==> config.mk <==
export PLATFORM = sky130hd
export DESIGN_NAME = multi_digit_display
export DESIGN_NICKNAME = d
export VERILOG_FILES = /design/src/rtl/multi_digit_display.sv
export SDC_FILE = /design/constraint.sdc
export NUM_CORES = 1
export LEC_CHECK = 0
export ABC_AREA = 1
export BUFFER_PORTS_ARGS = -buffer_cell sky130_fd_sc_hd__clkbuf_2
export CAP_MARGIN = 20
export CORE_ASPECT_RATIO = 1.2
export CORE_MARGIN = 1.5
export CORE_UTILIZATION = 46
export CTS_CLUSTER_SIZE = 20
export DETAILED_ROUTE_END_ITERATION = 12
export PLACE_DENSITY = 0.68
export SYNTH_ARGS = -nofsm -noshare
export SYNTH_HDL_FRONTEND = slang
export SYNTH_SLANG_ARGS = --single-unit
==> constraint.sdc <==
create_clock -name clk_i -period 1.7 [get_ports clk_i]
set_input_delay 0 -clock clk_i [delete_from_list [all_inputs] [get_ports clk_i]]
set_output_delay 0 -clock clk_i [all_outputs]
set_load 0.01 [all_outputs]
==> src/rtl/multi_digit_display.sv <==
// N-digit multiplexed seven-segment driver: hex or decimal, leading-zero blanking, per-digit dp, 16-level PWM.
// Outputs are registered one cycle behind the scan counter; new values take 2 (hex) or 4*N+1 (decimal) busy cycles, never stall.
module multi_digit_display #(
    parameter int CLOCK_FREQ_HZ   = 100_000_000,
    parameter int REFRESH_RATE_HZ = 240,
    parameter int NUM_DIGITS      = 4,
    parameter bit ACTIVE_LOW      = 1'b1
) (
    input  logic                    clk_i,
    input  logic                    rst_ni,
    input  logic                    disp_en_i,
    input  logic                    hex_mode_i,
    input  logic                    blank_lz_i,
    input  logic [4*NUM_DIGITS-1:0] value_i,
    input  logic [NUM_DIGITS-1:0]   dots_i,
    input  logic [3:0]              brightness_i,
    output logic                    busy_o,
    output logic [NUM_DIGITS-1:0]   anodes_o,
    output logic [7:0]              cathodes_o
);
    localparam int VW   = 4 * NUM_DIGITS;
    localparam int SLOT = CLOCK_FREQ_HZ / (REFRESH_RATE_HZ * NUM_DIGITS);
    localparam int CW   = $clog2(SLOT);
    localparam int TW   = CW + 5;
    localparam int DW   = $clog2(NUM_DIGITS);
    localparam int SW   = $clog2(VW);
    localparam logic [VW-1:0]         MAX_DEC = VW'(10 ** NUM_DIGITS - 1);
    localparam logic [NUM_DIGITS-1:0] AN_OFF  = {NUM_DIGITS{ACTIVE_LOW}};
    localparam logic [7:0]            CAT_OFF = {8{ACTIVE_LOW}};

    if (SLOT < 16) begin : g_slot_check
        $error("multi_digit_display: SLOT must be at least 16 cycles");
    end

    typedef enum logic [1:0] {IDLE, CONV, DONE} state_t;

    state_t          state_q, state_d;
    logic [VW-1:0]   val_q, val_d, sh_q, sh_d, bcd_q, bcd_d, bcd_adj, dbuf_q, dbuf_d;
    logic            hex_q, hex_d, busy_d, dash_q, dash_d;
    logic [SW-1:0]   step_q, step_d;

    function automatic logic [6:0] seg7(input logic [3:0] d);
        case (d)
            4'h0: seg7 = 7'h3F;  4'h1: seg7 = 7'h06;  4'h2: seg7 = 7'h5B;  4'h3: seg7 = 7'h4F;
            4'h4: seg7 = 7'h66;  4'h5: seg7 = 7'h6D;  4'h6: seg7 = 7'h7D;  4'h7: seg7 = 7'h07;
            4'h8: seg7 = 7'h7F;  4'h9: seg7 = 7'h6F;  4'hA: seg7 = 7'h77;  4'hB: seg7 = 7'h7C;
            4'hC: seg7 = 7'h39;  4'hD: seg7 = 7'h5E;  4'hE: seg7 = 7'h79;  default: seg7 = 7'h71;
        endcase
    endfunction

    always_ff @(posedge clk_i or negedge rst_ni) begin
        if (!rst_ni) begin
            state_q <= IDLE;
            val_q   <= '0;
            hex_q   <= 1'b0;
            sh_q    <= '0;
            bcd_q   <= '0;
            step_q  <= '0;
            busy_o  <= 1'b0;
            dbuf_q  <= '0;
            dash_q  <= 1'b0;
        end else begin
            state_q <= state_d;
            val_q   <= val_d;
            hex_q   <= hex_d;
            sh_q    <= sh_d;
            bcd_q   <= bcd_d;
            step_q  <= step_d;
            busy_o  <= busy_d;
            dbuf_q  <= dbuf_d;
            dash_q  <= dash_d;
        end
    end

    always_comb begin
        state_d = state_q;
        val_d   = val_q;
        hex_d   = hex_q;
        sh_d    = sh_q;
        bcd_d   = bcd_q;
        step_d  = step_q;
        busy_d  = busy_o;
        dbuf_d  = dbuf_q;
        dash_d  = dash_q;
        bcd_adj = bcd_q;
        for (int i = 0; i < NUM_DIGITS; i++) begin
            if (bcd_q[4*i +: 4] >= 4'd5) bcd_adj[4*i +: 4] = bcd_q[4*i +: 4] + 4'd3;
        end
        case (state_q)
            IDLE: begin
                if (value_i != val_q || hex_mode_i != hex_q) begin
                    val_d   = value_i;
                    hex_d   = hex_mode_i;
                    sh_d    = value_i;
                    bcd_d   = '0;
                    step_d  = '0;
                    busy_d  = 1'b1;
                    state_d = CONV;
                end
            end
            CONV: begin
                if (hex_q) begin
                    bcd_d   = val_q;
                    state_d = DONE;
                end else begin
                    {bcd_d, sh_d} = {bcd_adj, sh_q} << 1;
                    step_d = step_q + 1'b1;
                    if (step_q == SW'(VW - 1)) state_d = DONE;
                end
            end
            DONE: begin
                // Out-of-range decimal values leave garbage in bcd_q; the dash flag masks it.
                dbuf_d  = bcd_q;
                dash_d  = !hex_q && (val_q > MAX_DEC);
                busy_d  = 1'b0;
                state_d = IDLE;
            end
            default: state_d = IDLE;
        endcase
    end

    logic [CW-1:0]         cnt_q;
    logic [DW-1:0]         dig_q;
    logic [TW-1:0]         th;
    logic [NUM_DIGITS-1:0] upper_zero, an_act;
    logic [3:0]            nib;
    logic [6:0]            seg;
    logic                  lit, zero_run;

    assign th = ((TW'(brightness_i) + TW'(1)) * TW'(SLOT)) >> 4;

    // upper_zero[i]: digits i..N-1 of the buffer are all zero.
    always_comb begin
        zero_run   = 1'b1;
        upper_zero = '0;
        for (int i = NUM_DIGITS - 1; i >= 0; i--) begin
            zero_run      = zero_run && (dbuf_q[4*i +: 4] == 4'd0);
            upper_zero[i] = zero_run;
        end
    end

    always_comb begin
        nib = dbuf_q[{dig_q, 2'b00} +: 4];
        if (dash_q)
            seg = 7'h40;
        else if (blank_lz_i && dig_q != '0 && upper_zero[dig_q])
            seg = 7'h00;
        else
            seg = seg7(nib);
        lit    = disp_en_i && ({{(TW-CW){1'b0}}, cnt_q} < th);
        an_act = lit ? (NUM_DIGITS'(1) << dig_q) : '0;
    end

    always_ff @(posedge clk_i or negedge rst_ni) begin
        if (!rst_ni) begin
            cnt_q      <= '0;
            dig_q      <= '0;
            anodes_o   <= AN_OFF;
            cathodes_o <= CAT_OFF;
        end else begin
            anodes_o   <= an_act ^ AN_OFF;
            cathodes_o <= (lit ? {dots_i[dig_q], seg} : 8'h00) ^ CAT_OFF;
            if (!disp_en_i) begin
                cnt_q <= '0;
                dig_q <= '0;
            end else if (cnt_q == CW'(SLOT - 1)) begin
                cnt_q <= '0;
                dig_q <= (dig_q == DW'(NUM_DIGITS - 1)) ? '0 : dig_q + 1'b1;
            end else begin
                cnt_q <= cnt_q + 1'b1;
            end
        end
    end
endmodule

==> flow_metrics.py <==
metrics = {
    "setup_path": {
        "critPathMaxFanout": 6,
        "cp_num_buf_inv": 4,
        "cp.depth": 27,
        "rr_endpoint": "cathodes_o[5]$_DFF_PN1_",
        "max_stage_delay_ns": 0.51,
        "cp_top_family": "adder cells",
        "regToRegSetupSlack_ns": -0.21,
        "cp_data_required_time_ns": 1.97,
        "start_kind": "input pin",
        "r2r-start": "dig_q[0]$_DFFE_PN0P_",
        "reg2regPathDepth": 14,
        "crit_top_cell": "nand2_1",
        "cp.arrival_ns": 4.22,
        "crit_slowest_cell": "fa_1",
        "crit_path_end_kind": "flip-flop",
        "crit_type": "in2reg",
    },
    "floorplanning": {
        "die-area_um2": 16900,
        "core_area_um2": 15700,
        "dieHeight_um": 142,
        "rows": 50,
        "io_pins": 42,
        "initial_core_util_pct": 47.3,
        "die_w_um": 119,
    },
    "detailed_routing": {
        "wl_per_cell_um": 15.0,
        "postRouteAntennaNets": 0,
        "drtPass1Iterations": 7,
        "dr.first_iter.drc_count": 301,
        "remaining_drc_errors": 0,
        "routed_wl_mm": 20.7,
        "viasPerCell": 5.22,
        "num_vias": 7177,
    },
    "yosys": {
        "synth.top_cell.area_share_pct": 31.0,
        "synth_area_leaders": "dfrtp_1 31%, ha_1 13%, nand2_1 9.8%, inv_1 6.5%, o21ai_0 6.1%",
        "syn_avg_cell_area_um2": 7.89,
        "netlist-cell-type-count": 45,
        "synth_edf_count": 0,
        "synthFlopType": "dfrtp_1",
        "synth_cells": 941,
        "synth_top_cell_by_area": "dfrtp_1",
        "synth-seq-cells": 104,
        "syn_area_um2": 7430,
        "yosysSeqAreaShare_pct": 35.2,
        "synth_nets": 1057,
        "ys.warnings.count": 0,
        "ys_async_sr_fraction_pct": 100,
    },
    "sta": {
        "rsz0062_at_grt": "yes",
        "tightest_slew_ns": 0.438,
        "finalClockSkew_ns": 0.0108,
        "hold_viol": 0,
        "fin_crit_ns": 3.95,
        "fin_crit_sh_pct": 232,
        "slew_violations": 0,
        "holdWs_ns": 0.0228,
        "setup_viol": 67,
        "setup_ws_ns": -2.25,
        "max_freq_mhz": 253,
        "slew_headroom_pct": 70.8,
    },
    "grt": {
        "use_met3_pct": 3.25,
        "grt_pass1_wl_mm": 34.1,
        "grtUsageMet2_pct": 48.4,
        "first_global_vias": 7515,
        "met1_usage_pct": 26.6,
        "grt.overflow.total": 0,
        "antenna_found_initial": 0,
        "grt_max_degree": 36,
        "grt_util_all_layers_pct": 24.9,
        "top_usage_layer": "met2",
    },
    "min_path": {
        "whs_endpoint": "cathodes_o[7]$_DFF_PN1_",
        "min_path_type": "in2reg",
        "holdPathStages": 4,
        "worstHoldStart": "dots_i[3]",
    },
    "clock_tree": {
        "cts_num_sinks": 104,
        "cts-htree-levels": 3,
        "path_clk_slew_ns": 0.08,
        "cts_made_buffers": 9,
        "root_buffer": "clkbuf_16",
        "cts_buffer_depth": 2,
        "clk_latency_ns": 0.35,
        "cts_tree": "built",
    },
    "finish": {
        "nFillCells": 1214,
        "fin_area_um2": 10500,
        "final_layout_size_suffix_gt1_share_pct": 33.7,
        "area_delta_synth_final_pct": 41.3,
        "finalNetCount": 1278,
        "final_cells": 1375,
        "antenna_cells": 0,
    },
    "flow_run": {
        "drv_cap": 0,
    },
    "power_and_ir_drop": {
        "worst_ir_drop_vdd_mv": 1.50,
        "power.density_nw_per_um2": 1610,
        "p_leak_nw": 5.17,
    },
    "placed_design": {
        "detailedPlacementHpwl_mm": 13.8,
        "gp_congestion": 0.893,
        "io_buffers": 41,
        "numPlacedInstances": 1305,
        "dpl_cell_area_um2": 8920,
    },
    "status": {
        "outcome": "finished, violations left",
        "violations": "setup timing",
    },
}
## worst min-delay path, cell delays in order
cell and delay [ns]:
clkbuf_2 0.09, nor2_1 0.09, o22ai_1 0.09, nand3_1 0.08
## registers in the layout, summed over array words and instances, names as in the netlist, 2 cells and up
name	cells
cathodes_o	8
bcd_q	16
step_q	4
val_q	16
anodes_o	4
dig_q	2
state_q	2
sh_q	16
cnt_q	17
dbuf_q	16
## per-layer routing
layer	share of wire [%]	wire, um
met3	2.7	558
met1	39	8100
met5	0	0
met2	54	11200
met4	3.8	784
## kinds of logic (layout without fill, tap and decap cells)
| logic type | after synthesis | after routing | synth area share (%) |
|---|---|---|---|
| XOR/XNOR | 35 | 35 | 4.13 |
| adder cells (fa/ha/maj) | 87 | 87 | 15.7 |
| AND/OR/NAND/NOR | 361 | 363 | 21.1 |
| multiplexers | 1 | 1 | 0.303 |
| flip-flops | 104 | 104 | 35.2 |
| AO/OA/AOI/OAI | 198 | 198 | 15.1 |
| buffers and inverters | 155 | 379 | 8.46 |
## placed cells by master, fill, tap and decap left out, types with 10 or more instances in the layout
cell           Yosys  final
buf_4              2    153
dlygate4sd3_1      0     19
inv_1            128    118
a21oi_1           50     42
o21ai_0           90     73
clkbuf_2           1     37
dfrtp_1           92     91
xor2_1            14     12
inv_2              3     12
o21ai_2            8     21
nand2_2            4     24
or2_2             10     10
o21ai_1           12     15
xnor2_1           21     21
nand4_1           10     10
ha_1              77     69
dfstp_2           12     12
nand3_1           48     42
nor2_1            67     60
nand2_1          194    160
nand2_4            1     15
## worst max path at each step
stage                              end             from  slack, ns
6_report         anodes_o[0]$_DFF_PN1_  brightness_i[2]      -2.25
5_1_grt        cathodes_o[6]$_DFF_PN1_  brightness_i[2]      -2.48
4_1_cts        cathodes_o[2]$_DFF_PN1_  brightness_i[1]      -2.21
3_5_place_dp   cathodes_o[2]$_DFF_PN1_  brightness_i[0]      -2.72
3_3_place_gp   cathodes_o[1]$_DFF_PN1_  brightness_i[0]      -2.61
2_1_floorplan    anodes_o[0]$_DFF_PN1_  brightness_i[0]      -2.24
## cell type report
type                            instances  area [um2]  area share [%]
Clock buffer                            9         225            2.15
Clock inverter                          7        86.3           0.823
Timing Repair Buffer                  232        1920            18.3
Inverter                              131         499            4.76
Tap cell                              208         260            2.48
Sequential cell                       104        2620            24.9
Multi-Input combinational cell        684        4880            46.5
## power breakdown
group	total, mW	leakage [nW]	internal, mW	switching, mW
clock	2.19	0.150	1.18	1.01
combinational	10.7	3.71	4.94	5.74
sequential	4.07	1.31	3.42	0.650
total	16.9	5.17	9.54	7.41
## per-stage QoR
| step | utilization, % | setup TNS [ns] | setup slack (ns) | power (mW) |
|---|---|---|---|---|
| final | 66.8 | -32.88 | -2.25 | 16.9 |
| after CTS | 64.7 | -32.71 | -2.21 | 16.2 |
| after floorplan | - | -26.57 | -2.24 | 9.10 |
| after global routing | 66.8 | -40.19 | -2.48 | 18.2 |
| after detailed placement | 56.8 | -35.33 | -2.72 | 11.8 |
| after global placement | 56.8 | -33.28 | -2.61 | 11.6 |
## cells in the mapped netlist, types with 3 or more instances
| master | instances |
|---|---|
| nand2_1 | 194 |
| inv_1 | 128 |
| dfrtp_1 | 92 |
| o21ai_0 | 90 |
| ha_1 | 77 |
| nor2_1 | 67 |
| a21oi_1 | 50 |
| nand3_1 | 48 |
| xnor2_1 | 21 |
| xor2_1 | 14 |
| dfstp_2 | 12 |
| o21ai_1 | 12 |
| clkbuf_1 | 11 |
| fa_1 | 10 |
| nand4_1 | 10 |
| or2_2 | 10 |
| nor3_1 | 9 |
| o22ai_1 | 9 |
| nor4_1 | 8 |
| o21ai_2 | 8 |
| o32ai_1 | 8 |
| a21o_1 | 6 |
| buf_2 | 6 |
| buf_6 | 4 |
| nand2_2 | 4 |
| nor2_2 | 4 |
| a31oi_1 | 3 |
| inv_2 | 3 |
## repair_timing
item | in CTS | in global routing
pin swaps | 28 | 32
hold endpoints to repair | 53 | 0
hold buffers | 19 | 0
setup buffers | 15 | 15
setup endpoints to repair | 65 | 85
resized for setup | 106 | 71
cloned | 8 | 0
(Power assumes the default switching activity.)
